<file path="src/rtl/control_unit.sv">
// Registered opcode decoder: turns the instruction's opcode field into the
// register-file write enable, the ALU add/subtract select and an illegal-opcode flag.
module control_unit #(
  parameter int              OP_W   = 7,
  parameter logic [OP_W-1:0] OP_NOP = 7'h00,
  parameter logic [OP_W-1:0] OP_ADD = 7'h01,
  parameter logic [OP_W-1:0] OP_SUB = 7'h02
) (
  input  logic            clk,
  input  logic            rst_n,
  input  logic [OP_W-1:0] op_code,
  input  logic            op_valid,
  output logic            wr_en,
  output logic            alu_op,
  output logic            illegal
);

  logic wr_en_q, wr_en_d;
  logic alu_op_q, alu_op_d;
  logic illegal_q, illegal_d;

  // Idle cycles keep the last ALU select so the datapath mux does not toggle.
  always_comb begin
    wr_en_d   = 1'b0;
    illegal_d = 1'b0;
    alu_op_d  = alu_op_q;
    if (op_valid) begin
      if (op_code == OP_NOP) begin
        alu_op_d = 1'b0;
      end else if (op_code == OP_ADD) begin
        wr_en_d  = 1'b1;
        alu_op_d = 1'b0;
      end else if (op_code == OP_SUB) begin
        wr_en_d  = 1'b1;
        alu_op_d = 1'b1;
      end else begin
        alu_op_d  = 1'b0;
        illegal_d = 1'b1;
      end
    end
  end

  always_ff @(posedge clk or negedge rst_n) begin
    if (!rst_n) begin
      wr_en_q   <= 1'b0;
      alu_op_q  <= 1'b0;
      illegal_q <= 1'b0;
    end else begin
      wr_en_q   <= wr_en_d;
      alu_op_q  <= alu_op_d;
      illegal_q <= illegal_d;
    end
  end

  assign wr_en   = wr_en_q;
  assign alu_op  = alu_op_q;
  assign illegal = illegal_q;

endmodule

</file>
<file path="config.mk">
export PLATFORM = sky130hd
export DESIGN_NAME = control_unit
export DESIGN_NICKNAME = d
export VERILOG_FILES = /design/src/rtl/control_unit.sv
export SDC_FILE = /design/constraint.sdc
export NUM_CORES = 1
export LEC_CHECK = 0
export ABC_CLOCK_PERIOD_IN_PS = 850
export CAP_MARGIN = 20
export CORE_AREA = 2 2 39 41
export DETAILED_ROUTE_END_ITERATION = 8
export DIE_AREA = 0 0 41 43
export GPL_TIMING_DRIVEN = 0
export PLACE_DENSITY = 0.33
export SYNTH_ARGS = -nofsm -noshare
export SYNTH_HDL_FRONTEND = slang
export SYNTH_SLANG_ARGS = --single-unit
</file>
<file path="constraint.sdc">
create_clock -name clk -period 0.85 [get_ports clk]
set_input_delay 0.1275 -clock clk [delete_from_list [all_inputs] [get_ports clk]]
set_output_delay 0.1275 -clock clk [all_outputs]
set_load 0.005 [all_outputs]
</file>
# Yosys cells after proc, flatten, opt, wreduce, memory -nomap -nowiden

Cells that the tools add are included.

Flip-flop bits (word level): 3
Latch bits: 0
Bits in writable memories: 0
Bits in read-only memories: 0
Input port bits: 10
Memories: 0

Add/subtract/negate cells: 0
$mul: 0
Divide/modulo/power cells: 0
Magnitude comparators: 0
Equality and inequality tests: 2
Shifts and indexed selects: 0
Mux-type cells: 10
Bitwise gates (word level): 0
Reductions and logical operators: 1

Operators by type and width:

| cell               | number |
|---|---|
| $mux 1             | 10 |
| $eq 7x1->1 const B | 1 |
| $eq 7x2->1 const B | 1 |
| $logic_not 7->1    | 1 |

# Depth between registers and ports, before layout

Gate-level depths: netlist (run 1).

Depth in word-level cells: 5
Mapped depth: 2

# Worst setup path after synthesis (run 1)

Ideal clock, no wire load.

Kind: register -> register
Start point: register, netlist name alu_op
End point: register alu_op_q, in the netlist alu_op
Setup time: 0.120 ns
Data arrival time: 0.695 ns
Path slack: 0.035 ns
Cell stages (with the launch flop): 3
Path buffers: 0
Period minus slack after synthesis: 0.815 ns
Cells stage by stage: dfrtp_1 > nor2b_1 > a41o_2

RTL lines:

| item                   | RTL line | source |
|---|---|---|
| end signal: assignment | 50       | `alu_op_q <= alu_op_d;` |
| end: declaration       | 19       | `logic alu_op_q, alu_op_d;` |

==> results of run 1 <==
## layer usage
metal	GRT usage, %	routed length, µm
met1	6.129	140
met2	7.813	151
met3	3.141	73
met4	6.000	0
met5	0	0
## final cells by class
class | instances | share of cell area, %
timing repair buffer | 13 | 38.26
multi-input combinational | 9 | 23.86
sequential | 3 | 22.73
clock buffer | 4 | 7.955
tap | 16 | 6.061
inverter | 1 | 1.136
## synthesized netlist by cell type, drive strengths merged
master  count  area share (%)
xor2        1             5.8
nand2       1             2.5
dfrtp       3              50
inv         1             2.5
nor2b       2             8.3
nor3        1              11
nor2        1             2.5
a31oi       1             4.2
and4        1             5.8
a41o        1             7.5
## state kept, by name, indices dropped and copies added, names as in the netlist
name,cells
wr_en,1
illegal,1
alu_op,1
## stage by stage
stage | cell area (µm²) | hold slack (ns) | utilization [%]
after floorplan | 150.1 | -0.1681 | -
after global placement | 290.3 | 0.3154 | 20.98
after detailed placement | 290.3 | 0.3172 | 20.98
after CTS | 316.6 | 0.06726 | 22.88
after global routing | 330.3 | 0.07958 | 23.87
final | 330.3 | 0.07625 | 23.87
## power breakdown
part           internal [µW]  switching, µW
registers                147          0.677
logic                   44.8           25.3
clock network            176           71.5
## worst max-delay path, cell delays in order, from the launching register on
cell and delay (ns):
dfrtp_1 0.37, buf_6 0.11, nor2b_4 0.11, a41o_2 0.23
## placed cells by master (no fill, tap or decap), types with 3 or more instances in the layout
cell type and n:
buf_2 3, clkbuf_4 3, clkdlybuf4s50_1 5, dfrtp_1 3
dlymetal6s2s_1 4
## path summary, 6_finish.rpt
kind	cells after the start	start	to
worst max-delay path	3	alu_op	alu_op
worst min-delay path	1	rst_n	illegal
worst max register to register	3	alu_op	alu_op
worst min register to register	3	alu_op	alu_op
max in group asynchronous	1	rst_n	wr_en
min in group clk	3	op_code[1]	illegal
## what timing repair did
item,in CTS,in global routing
hold buffers,0,0
setup buffers,1,0
endpoints found under the setup margin,4,3
pin swaps,0,3
gates resized for setup,12,5
## cell families after synthesis
family                    synth area share, %
AOI/OAI and AO/OA                       11.67
buffers and inverters                   2.498
and+or+nand+nor                         30.00
xor gates and xnor gates                5.834
DFF                                     50.00
==> run metrics, run 1 <==
status finished with violations; violated checks negative setup slack; Worst Path Max Fanout 2; register area 75.07 µm²; area of the multi-input gates 78.83 µm²; ratio of final minimum period to clock period 110.7%; Synth Area per Inst around 12 µm²; RePlAce Congestion 0.6606; drt first pass iters 2; Gate Count Post-Synth 13; setup TNS -0.1000 ns; IO Pins 13; Total Power 464.9 µW; fin cells 46; antenna violations before repair 0; Die Wd roughly 40 µm; crit path capture type flip-flop; final worst setup slack -0.09080 ns; skew final 0 ns; kind of critical path reg2reg; register-to-register setup slack -0.09 ns; Via density 3.500; sequential area share after synthesis 50.00%; Synth warnings 0; # Max-Cap Violations 0; Worst Max-Slew Pin Slew about 0.19 ns; number of CTS-inserted buffers 3; pre-CTS setup slack -0.2556 ns; worst hold path type in2async; min Tclk post-route 0.9408 ns; final setup fails 2; Final #Nets just over 40; Power per Cell Area around 1400 nW/µm²; Synth Register Bits 3; f_max 1063 MHz; grt ovf 0; CTS HTree Levels 1; drt drc 0; die area 1763 µm²; initial cell density of the core 10.85%; CTS tree yes; Antenna Violating Nets Remaining 0; Die Y 43 µm; Peak VDD IR roughly 300 µV; Hold Fails Final Rpt 0; CP arrival 1.05 ns; core area 1384 µm²; vias after detailed routing approximately 160; FILL cells 152; Leak 0.0001833 µW; # diodes 0; clock buffer depth 2; Skew-Pair Late Insertion Delay 0.23 ns; HPWL Detailed approximately 280 µm; CTS Sinks 3; dpl cells 41; clock transition at the registers of the reported paths 0.04 ns; average wire per standard cell roughly 7.9 µm; vias in the first global route 166; largest net degree at the start of global routing 5; Worst EP required between 0.9 and 1 ns; routed wire length 365 µm; row count 14; layout cells sized above 1 between 30% and 40%; CTS root buf clkbuf_4; crit path launch type flip-flop; RSZ-0062 raised after global routing true; first-pass GRT wire length 627 µm; Synth cell types 10; Pins Over Slew Limit 0; Mapped Nets 23; Slew Limit Headroom between 80% and 90%; number of I/O port buffers 12; Layout area overhead 120.0%; 1st-iter DRT viols 2; GRT Overall Usage 5.930%; Post-Syn Area 150.1 µm²
Note: power is estimated with default switching activity, not from simulation.
==> run 2, diff against run 1 <==
--- a/config.mk
+++ b/config.mk
@@ -12,3 +12,2 @@
 export DIE_AREA = 0 0 41 43
-export GPL_TIMING_DRIVEN = 0
 export PLACE_DENSITY = 0.33
==> constraint.sdc (replaced) <==
create_clock -name clk -period 0.85 [get_ports clk]
set_input_delay 0.17 -clock clk [delete_from_list [all_inputs] [get_ports clk]]
set_output_delay 0.17 -clock clk [all_outputs]
set_load 0.005 [all_outputs]
==> run 2 against run 1 <==
  * The flow still finishes with violations (negative setup slack)
  * Utilization fell by 0.90 points
  * Wire length up 9.6%
  * Clock skew unchanged
  * Total power decreased by 0.48%
  * Flip-flop and latch count unchanged
  * Maximum frequency decreased by 0.74%
  * Final cell count stayed put
  * Die area unchanged
  * Register-to-register slack barely moved
  * Worst setup slack worse by 0.0070 ns
  * Sequential power barely moved
  * Non-clock buffer count unchanged
  * Largest cell class unchanged
==> run metrics, run 2 (same netlist as run 1, synthesis figures left out) <==
skew final 0 ns (unchanged); clock buffer depth 2 (unchanged); r2r worst-path depth 3 (unchanged); final worst setup slack -0.09778 ns (-0.006980 ns); Pins Over Slew Limit 0 (unchanged); number of I/O port buffers 12 (unchanged); ratio of final minimum period to clock period 111.5% (+0.82 points); layout cells sized above 1 33.33% (unchanged); drt first pass iters 1 (-1); Top Layer Used met3; Worst Hold Slack 0.1198 ns (+0.04352 ns); Peak VDD IR 243.6 µV (-18%); GRT Overall Usage 6.727% (+0.80 points); RePlAce Congestion 0.6830 (+3.4%); Worst Max-Slew Pin Slew 0.1944 ns (+0.004603 ns); commonest cells after routing, fill and taps aside clkdlybuf4s50_1 (7), dfrtp_1 (3), clkbuf_4 (3), buf_2 (3), dlygate4sd2_1 (2); min Tclk post-route 0.9478 ns (+0.006980 ns); CTS tree yes; FILL cells 149 (-2.0%); initial cell density of the core 10.85% (unchanged); Final #Nets 41 (unchanged); Worst EP required 0.96 ns (about the same); crit path capture type flip-flop; Layout area overhead 111.7%; CP arrival 1.06 ns (about the same); Skew-Pair Late Insertion Delay 0.23 ns (about the same); antenna violations before repair 0 (unchanged); CTS root buf clkbuf_4; pre-CTS setup slack -0.2930 ns (-0.03747 ns); 1st-iter DRT viols 0 (-2); drt drc 0 (unchanged); RR Endpoint alu_op; hold-fix buffers at CTS 0 (unchanged); worst hold path type in2async; Worst Path Max Fanout 2 (unchanged); core area 1384 µm² (unchanged); CTS HTree Levels 1 (unchanged); kind of critical path reg2reg; routed wire length 400 µm (+9.6%); status finished with violations; Power per Cell Area 1456 nW/µm² (+3.4%); Leak 0.0001495 µW (-18%); vias after detailed routing 164 (+1.9%); largest net degree at the start of global routing 5 (unchanged); IO Pins 13 (unchanged); Die Wd 41 µm (unchanged); CTS Sinks 3 (unchanged); violated checks negative setup slack; first-pass GRT wire length 717 µm (+14%); fin cells 46 (unchanged); Setup crit start alu_op; WL met3 71 µm (-2.7%); reg2reg start alu_op; RSZ-0062 raised after global routing true; commonest non-fill, non-tap cell in the layout clkdlybuf4s50_1; f_max 1055 MHz (-0.74%); dpl cells 41 (unchanged); Antenna Violating Nets Remaining 0 (unchanged); crit path launch type flip-flop; Via density 3.565 (+1.9%); vias in the first global route 195 (+17%); die area 1763 µm² (unchanged); # Max-Cap Violations 0 (unchanged); final setup fails 5 (+3); Slew Limit Headroom 86.99% (-0.32 points); register area 75.07 µm² (unchanged); number of CTS-inserted buffers 3 (unchanged); Hold Fails Final Rpt 0 (unchanged); met1 WL 131 µm (-6.4%); met2 wire length 197 µm (+30%); clock transition at the registers of the reported paths 0.04 ns (about the same); row count 14 (unchanged); register-to-register setup slack -0.1 ns (about the same); area of the multi-input gates 78.83 µm² (unchanged); # diodes 0 (unchanged); setup TNS -0.1947 ns (-0.09465 ns); average wire per standard cell 8.696 µm (+9.6%); post-route cell area 317.8 µm² (-3.8%); Post-DP Area 290.3 µm² (unchanged); grt ovf 0 (unchanged); Die Y 43 µm (unchanged)
-- run 2: cell count changes in the layout (fill, tap and decap cells not counted) --
| cell | delta |
|---|---|
| clkdlybuf4s50_1 | +2 |
| dlygate4sd2_1 | +2 |
| dlymetal6s2s_1 | -4 |
-- run 2: area by class of cell --
cell class / count / area share [%]
Clock buffer: 4 / 8.268
Tap cell: 16 / 6.299
Inverter: 1 / 1.181
Timing Repair Buffer: 13 / 35.83
Sequential cell: 3 / 23.62
Multi-Input combinational cell: 9 / 24.80
-- run 2: routing by layer --
metal / vias to the layer above / global-route usage [%]
met5: - / 0
met4: 0 / 8.000
met3: 0 / 3.141
met2: 13 / 10.00
met1: 71 / 5.466
li1: 80 / -
-- run 2: critical path: stages (launching register included) --
cell	delay, ns
dfrtp_1	0.38
buf_6	0.12
nor2b_4	0.11
a41o_2	0.23
-- run 2: how the worst max path moves through the flow --
stage                  end  slack, ns  cells past startpoint
global placement    alu_op      -0.28                      3
detailed placement  alu_op      -0.29                      3
global route        alu_op      -0.13                      3
CTS                 alu_op       -0.1                      3
finish              alu_op       -0.1                      3
floorplan           alu_op       0.04                      2
-- run 2: power breakdown --
group,internal (µW),switching (µW),leakage [µW],total (µW)
Sequential,147,0.818,0.0000396,148
Clock,176,69.9,0.0000150,246
Combinational,44.1,25.2,0.0000949,69.3
-- run 2: repair_timing --
item,in CTS,in global routing
gates resized for setup,15,1
endpoints found under the setup margin,5,6
pin swaps,2,0
buffers inserted,1,0
-- run 2: metrics by stage --
stage	total power, µW	utilization, %
floorplan	163.7	-
global route	498.8	22.97
finish	462.7	22.97
global placement	223.1	20.98
CTS	479.7	22.69
detailed placement	223.9	20.98
==> run 3, diff against run 2 <==
SLEW_MARGIN = 0   (was not set)
==> results of run 3 <==
The final DEF is identical to that of run 2; final timing and power are the same.
